## src/rtl/pipe_ctrl_pkg.sv

```systemverilog
// Shared encodings and stage-control constants for the pipeline hazard controller.
package pipe_ctrl_pkg;

  typedef enum logic [1:0] {
    ST_IDLE    = 2'd0,
    ST_MUL_RUN = 2'd1,
    ST_MUL_WB  = 2'd2
  } mul_state_e;

  localparam logic [4:0] REG_ZERO = 5'd0;

  typedef struct packed {
    logic pc_en;
    logic ifid_en;
    logic idex_en;
    logic ifid_flush;
    logic idex_flush;
    logic exmem_flush;
  } stage_ctrl_t;

  localparam stage_ctrl_t CTRL_RUN = '{pc_en: 1'b1, ifid_en: 1'b1, idex_en: 1'b1,
                                       ifid_flush: 1'b0, idex_flush: 1'b0, exmem_flush: 1'b0};
  localparam stage_ctrl_t CTRL_REDIRECT = '{pc_en: 1'b1, ifid_en: 1'b1, idex_en: 1'b1,
                                            ifid_flush: 1'b1, idex_flush: 1'b1, exmem_flush: 1'b1};
  // Front end frozen while EX/MEM receives bubbles until the multiply result is ready.
  localparam stage_ctrl_t CTRL_MUL_STALL = '{pc_en: 1'b0, ifid_en: 1'b0, idex_en: 1'b0,
                                             ifid_flush: 1'b0, idex_flush: 1'b0, exmem_flush: 1'b1};
  localparam stage_ctrl_t CTRL_LOAD_USE = '{pc_en: 1'b0, ifid_en: 1'b0, idex_en: 1'b1,
                                            ifid_flush: 1'b0, idex_flush: 1'b1, exmem_flush: 1'b0};

endpackage

```

## src/rtl/mul_seq_fsm.sv

```systemverilog
// Multiplier sequencer: start/abort decode, iteration counter, busy flag and write-back phase.
module mul_seq_fsm
  import pipe_ctrl_pkg::*;
#(
  parameter int unsigned MUL_CYCLES = 32,
  parameter int unsigned CNT_W      = 6
) (
  input  logic clk,
  input  logic rst,
  input  logic i_mul_req,
  input  logic i_redir,
  output logic o_start_c,
  output logic o_abort_c,
  output logic o_stall_c,
  output logic o_idle_c,
  output logic o_busy
);

  mul_state_e       r_state;
  logic [CNT_W-1:0] r_cnt;

  always_ff @(posedge clk or posedge rst) begin
    if (rst) begin
      r_state <= ST_IDLE;
      r_cnt   <= '0;
      o_busy  <= 1'b0;
    end else begin
      case (r_state)
        ST_IDLE: begin
          if (i_mul_req && !i_redir) begin
            r_state <= ST_MUL_RUN;
            r_cnt   <= CNT_W'(MUL_CYCLES - 2);
            o_busy  <= 1'b1;
          end
        end
        ST_MUL_RUN: begin
          if (i_redir) begin
            r_state <= ST_IDLE;
            o_busy  <= 1'b0;
          end else if (r_cnt == '0) begin
            r_state <= ST_MUL_WB;
            o_busy  <= 1'b0;
          end else begin
            r_cnt <= r_cnt - CNT_W'(1);
          end
        end
        // ID/EX advances on this edge, so the finished mul never re-triggers.
        ST_MUL_WB: r_state <= ST_IDLE;
        default: begin
          r_state <= ST_IDLE;
          o_busy  <= 1'b0;
        end
      endcase
    end
  end

  assign o_idle_c  = (r_state == ST_IDLE);
  assign o_start_c = o_idle_c && i_mul_req && !i_redir;
  assign o_abort_c = !o_idle_c && i_redir;
  assign o_stall_c = o_start_c || ((r_state == ST_MUL_RUN) && !i_redir);

endmodule

```

## src/rtl/pipe_hazard_ctrl.sv

```systemverilog
// Pipeline sequencing for load-use stalls, MEM-stage redirects and the iterative multiplier.
module pipe_hazard_ctrl
  import pipe_ctrl_pkg::*;
#(
  parameter int unsigned MUL_CYCLES = 32,
  parameter int unsigned CNT_W      = 6,
  parameter int unsigned PERF_W     = 32
) (
  input  logic              clk,
  input  logic              rst,
  input  logic [4:0]        i_id_rs,
  input  logic [4:0]        i_id_rt,
  input  logic              i_id_uses_rt,
  input  logic [4:0]        i_idex_rf_wa,
  input  logic              i_idex_we_reg,
  input  logic              i_idex_dm2reg,
  input  logic              i_idex_muxmul,
  input  logic              i_exmem_jump,
  input  logic              i_exmem_jrSrc,
  output logic              o_pc_en,
  output logic              o_ifid_en,
  output logic              o_idex_en,
  output logic              o_ifid_flush,
  output logic              o_idex_flush,
  output logic              o_exmem_flush,
  output logic              o_mul_start,
  output logic              o_mul_abort,
  output logic              o_mul_busy,
  output logic [PERF_W-1:0] o_stall_cnt,
  output logic [PERF_W-1:0] o_flush_cnt
);

  logic        w_redir;
  logic        w_load_use;
  logic        w_start;
  logic        w_abort;
  logic        w_mul_stall;
  logic        w_idle;
  stage_ctrl_t w_ctrl;

  assign w_redir = i_exmem_jump || i_exmem_jrSrc;

  assign w_load_use = i_idex_dm2reg && i_idex_we_reg && (i_idex_rf_wa != REG_ZERO) &&
                      ((i_idex_rf_wa == i_id_rs) || (i_id_uses_rt && (i_idex_rf_wa == i_id_rt)));

  mul_seq_fsm #(
    .MUL_CYCLES(MUL_CYCLES),
    .CNT_W     (CNT_W)
  ) u_mul_seq (
    .clk      (clk),
    .rst      (rst),
    .i_mul_req(i_idex_muxmul),
    .i_redir  (w_redir),
    .o_start_c(w_start),
    .o_abort_c(w_abort),
    .o_stall_c(w_mul_stall),
    .o_idle_c (w_idle),
    .o_busy   (o_mul_busy)
  );

  // Priority: reset, redirect, multiply stall, load-use.
  always_comb begin
    w_ctrl = CTRL_RUN;
    if (rst)                     w_ctrl = CTRL_RUN;
    else if (w_redir)            w_ctrl = CTRL_REDIRECT;
    else if (w_mul_stall)        w_ctrl = CTRL_MUL_STALL;
    else if (w_idle && w_load_use) w_ctrl = CTRL_LOAD_USE;
  end

  assign o_pc_en       = w_ctrl.pc_en;
  assign o_ifid_en     = w_ctrl.ifid_en;
  assign o_idex_en     = w_ctrl.idex_en;
  assign o_ifid_flush  = w_ctrl.ifid_flush;
  assign o_idex_flush  = w_ctrl.idex_flush;
  assign o_exmem_flush = w_ctrl.exmem_flush;
  assign o_mul_start   = w_start && !rst;
  assign o_mul_abort   = w_abort && !rst;

  // Saturating performance counters.
  always_ff @(posedge clk or posedge rst) begin
    if (rst) begin
      o_stall_cnt <= '0;
      o_flush_cnt <= '0;
    end else begin
      if (!w_ctrl.pc_en && (o_stall_cnt != '1)) o_stall_cnt <= o_stall_cnt + PERF_W'(1);
      if (w_redir && (o_flush_cnt != '1))       o_flush_cnt <= o_flush_cnt + PERF_W'(1);
    end
  end

endmodule

```

## config.mk

```make
export PLATFORM = sky130hd
export DESIGN_NAME = pipe_hazard_ctrl
export DESIGN_NICKNAME = d
export VERILOG_FILES = /design/src/rtl/pipe_ctrl_pkg.sv /design/src/rtl/mul_seq_fsm.sv /design/src/rtl/pipe_hazard_ctrl.sv
export SDC_FILE = /design/constraint.sdc
export NUM_CORES = 1
export LEC_CHECK = 0
export ABC_AREA = 1
export BUFFER_PORTS_ARGS = -buffer_cell sky130_fd_sc_hd__buf_2
export CAP_MARGIN = 20
export CORE_ASPECT_RATIO = 1.2
export CORE_UTILIZATION = 55
export DETAILED_ROUTE_END_ITERATION = 12
export PLACE_DENSITY = 0.85
export REMOVE_ABC_BUFFERS = 1
export SLEW_MARGIN = 20
export SYNTH_ARGS = -nofsm -noshare
export SYNTH_HDL_FRONTEND = slang
export SYNTH_SLANG_ARGS = --single-unit
```

## constraint.sdc

```tcl
create_clock -name clk -period 3.1 [get_ports clk]
set_input_delay 0.155 -clock clk [delete_from_list [all_inputs] [get_ports clk]]
set_output_delay 0.155 -clock clk [all_outputs]
set_load 0.1 [all_outputs]
```

==> impl_results.md <==
- Fmax: roughly 440 MHz
- Synth Instances: 752
- FFs w/ async S/R, synth: 100%
- EDFF count, synth: 0
- Main synth FF type: dfrtp_1
- Outcome: complete, no violations
- Hold Vio Cnt, Final: 0
- Initial core utilization: 56.3%
- Input/output buffers: 95
- Detailed-router iteration count before antenna repair: 5
- Clock latency on the worst-skew pair: around 350 ps
- Largest net degree at the start of global routing: between 40 and 50
- CTS tree: yes
- Register area share after synthesis: 36.1%
- Cell area after synthesis: ~5000 sq um
- Full die area: about 9600 sq um
- Multi-input logic area: approximately 2800 sq um
- Vias after detailed routing: 5092
- Register bit total from synthesis: 73
- Least-Margin Pin Slew: around 620 ps
- WS Path Type: flip-flop to flip-flop
- Antenna violations before repair: 0
- Proportion of layout cells with a drive suffix above 1: ~17%
- Cell taking the most area after synthesis: dfrtp_1
- CTS max path bufs: 2
- Final instance area: between 5000 and 6000 sq um
- Commonest cells in the netlist: 289 x nand2_1, 113 x nor2_1, 73 x dfrtp_1
- VDD IR max: around 0.49 mV
- Worst Setup Slack, final: between 800 and 900 ps
- Total wire length: ~13000 um
- Synth top area share: 36.1%
- CP Data Arrival Time: ~2600 ps
- Clk_skew: around 14 ps
- # IOs: between 90 and 100
- Synth top area cells: dfrtp_1 36%, nand2_1 21%, nor2_1 8.4%
- LEAKAGE: 0.00308 uW
- Tmin final: 2280 ps
- Placement Cell Area: 5590 sq um
- Number of diodes: 0
- Register area: ~1800 sq um
- Drt initial violations: between 200 and 300
- Crit Path Max Fanout: 31
- DRC: 0
- Crit. End Element: flip-flop
- Hold Crit Class: primary input to flip-flop
- Total grt overflow: 0
- RSZ-0062 raised after global routing: false
- CP required: around 3400 ps
- Global-route wire length before repair: between 20000 and 25000 um
- Post-CTS Setup Bufs: 0
- Num Clock Sinks: 73
- Synthesis Warnings: 0
- ANT nets after route: 0
- Max Transition Viols Final: 0
- GRT Overall Usage: ~28%
- Setup_tns: 0 ps
- Routability cong.: around 0.95
- WL per Instance: roughly 13 um
- Root Buffer: clkbuf_8
- Relative slew slack: 58.7%
- Max cap viols: 0
- Inserted Clock Buffers: 9
- Pre-CTS setup slack: 855 ps
- Fin nets: roughly 870
- Vias in the first global route: 4817
- Syn avg cell area: between 6 and 7 sq um
- Die W: between 80 and 90 um
- CP Launch Type: flip-flop
- Final period util: about three quarters
- Power consumption: roughly 3100 uW
- Area grow syn2layout: 15.2%
- Placeable Area: 8990 sq um
- H-tree levels: 3
- Die height: between 100 and 150 um
- PD cells: between 500 and 600 nW/um^2
- Most common cell in the synthesized netlist: nand2_1
- Std-Cell Rows: 38
- Vias per cell: 5.25
- Filler instances: between 800 and 900
- # setup viols final: 0
- CTS clock-pin slew for the worst setup and hold paths: about 80 ps
- HPWL Detailed: ~9300 um
- Yosys cell types: 33
==> cell usage in the layout (no fill, tap or decap), types with 2 or more instances in the layout <==
cell / n
buf_2: 95
buf_4: 3
nor2_2: 4
nand3b_1: 14
nor2_4: 2
nor3_1: 10
nand4_1: 44
o21ai_0: 10
xor2_1: 35
and2_1: 2
o21ai_1: 2
dfrtp_1: 73
ha_1: 4
inv_1: 70
clkbuf_1: 2
nor2_1: 112
nand3_1: 23
xnor2_1: 7
bufinv_16: 3
nand2_2: 8
nand3_2: 2
clkbuf_8: 9
nand2_4: 2
inv_2: 7
nand2_1: 289
o21ai_2: 6
==> cell families (layout without fill, tap and decap cells) <==
group / Yosys count / count (layout) / share of synthesized area (%)
adders and majority gates: 4 / 4 / 0.989
buffers and inverters: 96 / 193 / 8.33
xor gates and xnor gates: 42 / 42 / 7.27
AOI/OAI and AO/OA: 21 / 21 / 2.65
DFF: 73 / 73 / 36.1
and+or+nand+nor: 516 / 516 / 44.7
==> through the flow <==
stage | util, % | cells | hold WS (ps)
5_1_grt | 64.9 | 969 | 241
6_report | 64.9 | 969 | 215
4_1_cts | 64.9 | 969 | 205
3_5_place_dp | 62.2 | 952 | 292
2_1_floorplan | - | 734 | 429
3_3_place_gp | 62.2 | 952 | 290
==> metal layers <==
layer  global-route usage, %  wire length, um  up-vias
met4                    12.4              359        0
met2                    48.9             6180      189
li1                        -                -     2536
met1                    33.7             5340     2336
met5                       0                0        -
met3                    4.85              823       31
==> registers in the layout, summed over array words and instances (netlist names) <==
| register | cells |
|---|---|
| u_mul_seq.r_cnt | 6 |
| o_flush_cnt | 32 |
| u_mul_seq.r_state | 2 |
| o_stall_cnt | 32 |
| u_mul_seq.o_busy | 1 |
==> repair_timing <==
| item | CTS | global route |
|---|---|---|
| hold buffers | 1 | 0 |
| gates resized for setup | 0 | 0 |
| hold endpoints to repair | 25 | 0 |
==> layout make-up <==
| class | count | area share [%] |
|---|---|---|
| repair buffers | 99 | 8.71 |
| multi-input cells | 583 | 48.3 |
| well taps | 120 | 2.58 |
| flip-flops and latches | 73 | 31.3 |
| clock inverters | 5 | 1.78 |
| inverters | 78 | 5.06 |
| clock buffers | 11 | 2.25 |
==> path summary, 6_finish.rpt <==
check | from | to | slack (ps) | cells past startpoint
max | o_stall_cnt[1] | o_stall_cnt[4] | 820 | 9
min | i_idex_muxmul | u_mul_seq.r_cnt[3] | 210 | 3
max reg2reg | o_stall_cnt[1] | o_stall_cnt[4] | 820 | 9
min reg2reg | u_mul_seq.o_busy | u_mul_seq.o_busy | 510 | 2
max in group asynchronous | rst | o_stall_cnt[14] | 1610 | 4
min in group asynchronous | rst | o_stall_cnt[7] | 470 | 3
==> worst max-delay path, cell delays in order, from the launching register on <==
cell and delay (ps):
dfrtp_1 420, ha_1 250, inv_1 110, nor2_4 190, nand2_4 100, nor2_8 140
nand3_4 310, nand3_2 510, nand2_1 110, nand2_1 80
==> report_power, final <==
group          switching (uW)  internal (uW)  total, uW
logic                     855            177       1030
registers                 111           1040       1150
clock network             370            536        906
(Power assumes the default switching activity.)
